[src/rtl/reservation_entry_allocator_pkg.sv]
// Shared scheduling definitions for the reservation station allocator.
// Entry counts, index widths, flag encodings and the free-count helper.
package reservation_entry_allocator_pkg;

  localparam int RS_ENTRY_NUM = 16;
  localparam int RS_IDX_W     = 4;
  localparam int RS_CNT_W     = 5;

  localparam logic FLAG_FREE = 1'b1;
  localparam logic FLAG_BUSY = 1'b0;

  // Counts free entries; 5 bits so a fully free station (16) cannot wrap.
  function automatic logic [RS_CNT_W-1:0] free_count(input logic [RS_ENTRY_NUM-1:0] vec);
    logic [RS_CNT_W-1:0] sum;
    sum = '0;
    for (int i = 0; i < RS_ENTRY_NUM; i++) begin
      sum = sum + {{(RS_CNT_W-1){1'b0}}, vec[i]};
    end
    return sum;
  endfunction

endpackage

[src/rtl/reservation_entry_allocator_select.sv]
// Combinational picker: lowest free entry, and the lowest free entry
// that remains once the first pick is excluded.
module reservation_entry_select
  import reservation_entry_allocator_pkg::*;
(
  input  logic [RS_ENTRY_NUM-1:0] free_vec,
  output logic                    first_found,
  output logic [RS_IDX_W-1:0]     first_idx,
  output logic                    second_found,
  output logic [RS_IDX_W-1:0]     second_idx
);

  logic [RS_ENTRY_NUM-1:0] excl_vec;

  always_comb begin
    first_found = 1'b0;
    first_idx   = '0;
    // Scan downwards so the last hit is the lowest index.
    for (int i = RS_ENTRY_NUM - 1; i >= 0; i--) begin
      if (free_vec[i] == FLAG_FREE) begin
        first_found = 1'b1;
        first_idx   = i[RS_IDX_W-1:0];
      end
    end
  end

  generate
    for (genvar gi = 0; gi < RS_ENTRY_NUM; gi++) begin : g_excl
      assign excl_vec[gi] = free_vec[gi] & ~(first_found && (first_idx == RS_IDX_W'(gi)));
    end
  endgenerate

  always_comb begin
    second_found = 1'b0;
    second_idx   = '0;
    for (int i = RS_ENTRY_NUM - 1; i >= 0; i--) begin
      if (excl_vec[i] == FLAG_FREE) begin
        second_found = 1'b1;
        second_idx   = i[RS_IDX_W-1:0];
      end
    end
  end

endmodule

[src/rtl/reservation_entry_allocator.sv]
// Free/busy bitmap owner for the 16-entry reservation station: two grants
// per cycle to dispatch, two releases per cycle from issue.
module reservation_entry_allocator
  import reservation_entry_allocator_pkg::*;
#(
  parameter int P_ENTRY = 16,
  parameter int P_IDX_W = 4
) (
  input  logic               iCLOCK,
  input  logic               iRESET_SYNC,
  input  logic               iFLUSH,
  input  logic               iREQ_VALID0,
  input  logic               iREQ_VALID1,
  output logic               oREQ_LOCK,
  output logic               oALLOC_VALID0,
  output logic [P_IDX_W-1:0] oALLOC_ENTRY0,
  output logic               oALLOC_VALID1,
  output logic [P_IDX_W-1:0] oALLOC_ENTRY1,
  input  logic               iREL_VALID0,
  input  logic [P_IDX_W-1:0] iREL_ENTRY0,
  input  logic               iREL_VALID1,
  input  logic [P_IDX_W-1:0] iREL_ENTRY1,
  output logic [P_ENTRY-1:0] oFREE_INFO,
  output logic [RS_CNT_W-1:0] oFREE_COUNT,
  output logic               oREL_ERR
);

  logic [P_ENTRY-1:0]  free_reg, free_next;
  logic [RS_CNT_W-1:0] count_reg, count_next;
  logic                rel_err_reg, rel_err_next;

  logic                first_found, second_found;
  logic [P_IDX_W-1:0]  first_idx, second_idx;
  logic                grant_ok;

  reservation_entry_select u_select (
    .free_vec     (free_reg),
    .first_found  (first_found),
    .first_idx    (first_idx),
    .second_found (second_found),
    .second_idx   (second_idx)
  );

  // Lock looks only at registered state, so it lags releases by a cycle.
  assign oREQ_LOCK = (count_reg < RS_CNT_W'(2));
  assign grant_ok  = ~oREQ_LOCK & ~iFLUSH & ~iRESET_SYNC;

  assign oALLOC_VALID0 = iREQ_VALID0 & grant_ok & first_found;
  assign oALLOC_VALID1 = iREQ_VALID1 & grant_ok & (iREQ_VALID0 ? second_found : first_found);
  assign oALLOC_ENTRY0 = oALLOC_VALID0 ? first_idx : '0;
  assign oALLOC_ENTRY1 = oALLOC_VALID1 ? (iREQ_VALID0 ? second_idx : first_idx) : '0;

  always_comb begin
    free_next    = free_reg;
    rel_err_next = 1'b0;
    if (iFLUSH) begin
      free_next = '1;
    end else begin
      if (oALLOC_VALID0) free_next[oALLOC_ENTRY0] = FLAG_BUSY;
      if (oALLOC_VALID1) free_next[oALLOC_ENTRY1] = FLAG_BUSY;
      // Error test uses the pre-update bitmap so a doubled release of one busy entry is legal.
      if (iREL_VALID0) begin
        if (free_reg[iREL_ENTRY0] == FLAG_FREE) rel_err_next = 1'b1;
        else                                    free_next[iREL_ENTRY0] = FLAG_FREE;
      end
      if (iREL_VALID1) begin
        if (free_reg[iREL_ENTRY1] == FLAG_FREE) rel_err_next = 1'b1;
        else                                    free_next[iREL_ENTRY1] = FLAG_FREE;
      end
    end
    count_next = free_count(free_next);
  end

  always_ff @(posedge iCLOCK) begin
    if (iRESET_SYNC) begin
      free_reg    <= '1;
      count_reg   <= RS_CNT_W'(RS_ENTRY_NUM);
      rel_err_reg <= 1'b0;
    end else begin
      free_reg    <= free_next;
      count_reg   <= count_next;
      rel_err_reg <= rel_err_next;
    end
  end

  assign oFREE_INFO  = free_reg;
  assign oFREE_COUNT = count_reg;
  assign oREL_ERR    = rel_err_reg;

endmodule
[config.mk]
export PLATFORM = sky130hd
export DESIGN_NAME = reservation_entry_allocator
export DESIGN_NICKNAME = d
export VERILOG_FILES = /design/src/rtl/reservation_entry_allocator_pkg.sv /design/src/rtl/reservation_entry_allocator_select.sv /design/src/rtl/reservation_entry_allocator.sv
export SDC_FILE = /design/constraint.sdc
export NUM_CORES = 1
export LEC_CHECK = 0
export CAP_MARGIN = 25
export CORE_MARGIN = 2
export CORE_UTILIZATION = 30
export CTS_BUF_LIST = sky130_fd_sc_hd__clkbuf_16
export DETAILED_ROUTE_END_ITERATION = 12
export RECOVER_POWER = 50
export SYNTH_ARGS = -nofsm -noshare
export SYNTH_HDL_FRONTEND = slang
export SYNTH_SLANG_ARGS = --single-unit
[constraint.sdc]
create_clock -name iCLOCK -period 6.69 [get_ports iCLOCK]
set_clock_uncertainty 0.1 [all_clocks]
set_input_delay 1.6725 -clock iCLOCK [delete_from_list [all_inputs] [get_ports iCLOCK]]
set_output_delay 1.6725 -clock iCLOCK [all_outputs]
set_load 0.03 [all_outputs]
==> run summary <==
multiplexer share of the synthesized area = 0.0769
Synth Area in Adders = 0.0901
Placeable Area = 9770 sq um
number of max-cap violations = 0
Die X = 104 um
RR Startpoint = oFREE_INFO[7]
top-count cell post-synth = nor2_1
type of the tightest min-delay check = reg -> reg
synthesized instance count = 370
Hold Crit Start = oFREE_INFO[10]
FF+latch count, synth = 22
synth top area cells = dfxtp_1 15%, fa_1 6.6%, mux4_2 6.0%, nor2_1 5.1%, o21ai_0 3.8%
Post-layout nets = 508
Max Buffers Root-to-Sink = 2
Starting Density = 0.310
Syn Nets = 400
fmax = 154 MHz
H-tree levels = 1
share of cells above drive strength 1 = 0.344
vias in the first global route = 3567
clk sinks = 22
status = complete, no violations
Yosys top cell area share = 0.145
GRT Max-Usage Layer = met2
Slew @ Worst Pin = 0.718 ns
reg-to-reg critical path endpoint = oFREE_COUNT[2]
most frequent cells after synthesis = 41 x nor2_1, 23 x inv_1, 23 x o21ai_0
area leader, netlist = dfxtp_1
WP data required = 6.78 ns
hold endpoint = oFREE_INFO[10]
CTS buffer count = 3
Slew Viols, Final = 0
Slew HR = 0.517
Avg Vias per Cell = 5.87
compound-gate portion of the synthesized area = 0.329
critical path startpoint = iREL_ENTRY0[0]
ys async rst share = 0
crit path time final = 6.51 ns
via count = 3581
routed len/inst = 20.0 um
root buffer cell = clkbuf_16
M1 GR Usage = 0.301
met3 Resource Use GR = 0.0388
number of synthesized flops with an enable pin = 0
Most used DFF post-synth = dfxtp_1
nature of the critical path startpoint = primary input
Die ar. = 10900 sq um
Hold Path Depth = 3
Clock transition at path regs = 0.06 ns
Power Density = 92.2 nW/um^2
Final Setup Violations = 0
largest net degree at the start of global routing = 15
sum of negative setup slack = 0 ns
first-pass GRT wire length = 19100 um
die height = 104 um
largest family of logic cells by synthesized area = compound AO/OA/AOI/OAI gates
CTS tree = done
final wirelength = 12200 um
Mapped Area = 3030 sq um
ANT cells = 0
# fillers = 945
Tot GR Track Use = 0.221
antenna violations before repair = 0
Residual DRC = 0
Clock Latency Late Sink = 0.26 ns
Post-Synth Simple-Gate Area = 0.264
PortBufs = 47
synthesis-to-layout area growth = 43.6%
fin util = 0.445
yosys warns = 0
GPL Wtd Cong = 1.01
total power after layout = 401 uW
Reg2Reg Setup Slack = 0.33 ns
Fin. Hold Viols = 0
Ports = 48
drt pass-1 iters = 5
synth unique cells = 88
Post-DP HPWL = 9550 um
Rows = 36
Routed Antenna Nets = 0
sequential fraction of the synthesis area = 0.145
period utilization = 0.973
Synth Area in XOR/XNOR = 0.00289
worst-path maximum fanout = 7
CP endpoint kind = flop
R2R cell count = 20
crit path kind = in -> reg
Peak VDD IR = 119 uV
Avg Cell Area, Syn = 8.18 sq um
Initial DRC Count = 321
total global routing overflow = 0
Worst Path Arrival = 6.60 ns
Leak Pwr = 0.00173 uW
grt met2 use = 0.356
cts hold-fix bufs = 0
-- power by group --
part           total, uW  switching [uW]  internal (uW)
clock                172            53.1            119
combinational       93.4            50.9           42.5
sequential           135            1.47            134
-- metal layers --
metal  vias up  part of all wire
li1       1638                 -
met1      1731              0.44
met2       179              0.46
met3        33             0.073
met4         0             0.031
met5         -                 0
-- critical path, cell delays in order --
cell	delay (ns)
clkdlybuf4s50_1	0.53
buf_4	0.18
mux4_2	0.51
nor3b_1	0.33
a22oi_1	0.19
a32o_2	0.30
fa_1	0.53
fa_1	0.44
fa_1	0.53
fa_1	0.43
inv_1	0.07
ha_2	0.18
inv_2	0.04
fa_2	0.38
nor2b_4	0.14
nor3_2	0.13
-- sequential cells by signal, summed over array words and instances (netlist names) --
| name | flops |
|---|---|
| oFREE_INFO | 16 |
| oREL_ERR | 1 |
| oFREE_COUNT | 5 |
-- cell families (layout without fill, tap and decap cells) --
group,after synthesis,count (layout)
xor gates and xnor gates,1,1
and+or+nand+nor,143,143
muxes,10,10
AOI/OAI and AO/OA,130,130
DFF,22,22
buffers and inverters,48,155
adders and majority gates,16,16
-- stage by stage --
step | worst slack, ns | hold WS (ns) | cell area [sq um] | std cells
floorplan | 0.00743 | 0.693 | 3050 | 370
global placement | -0.535 | 0.616 | 4040 | 598
detailed placement | -0.723 | 0.605 | 4040 | 598
CTS | 0.0437 | 0.618 | 4190 | 606
global route | -0.0116 | 0.669 | 4350 | 610
finish | 0.180 | 0.618 | 4350 | 610
-- cells in the final DEF (no fill, tap or decap), types with 5 or more instances in the layout --
cell,netlist,routed
and3_1,7,6
nor2b_1,8,6
mux4_2,8,10
clkdlybuf4s50_1,0,22
nand2_1,18,18
dfxtp_1,22,22
a22oi_1,8,8
dlygate4sd3_1,0,22
nor2_1,41,39
a21oi_1,17,15
inv_1,23,19
fa_1,10,9
nor3_1,14,11
a32oi_1,11,10
nand3_1,7,7
or2_2,5,5
o21ai_0,23,20
buf_4,2,80
-- layout make-up --
cell class | instances | area, sq um | area share
multi-input combinational | 300 | 2450 | 0.564
tap | 133 | 166 | 0.0383
inverter | 23 | 86.3 | 0.0199
clock buffer | 3 | 75.1 | 0.0173
sequential | 22 | 440 | 0.101
timing repair buffer | 128 | 1100 | 0.252
clock inverter | 1 | 30.0 | 0.00691
-- worst max path at each step --
stage / to / cells after the start
after floorplan: oFREE_COUNT[3] / 21
after global placement: oFREE_COUNT[3] / 17
after detailed placement: oFREE_COUNT[4] / 18
after CTS: oFREE_COUNT[4] / 18
after global routing: oFREE_COUNT[2] / 18
final: oFREE_COUNT[2] / 16
-- repair_timing --
action / in CTS / in global routing
endpoints found under the setup margin: 4 / 4
endpoints found under the hold margin: 0 / 0
pin swaps: 12 / 19
setup buffers: 4 / 4
resized for setup: 10 / 43
(Power assumes the default switching activity.)
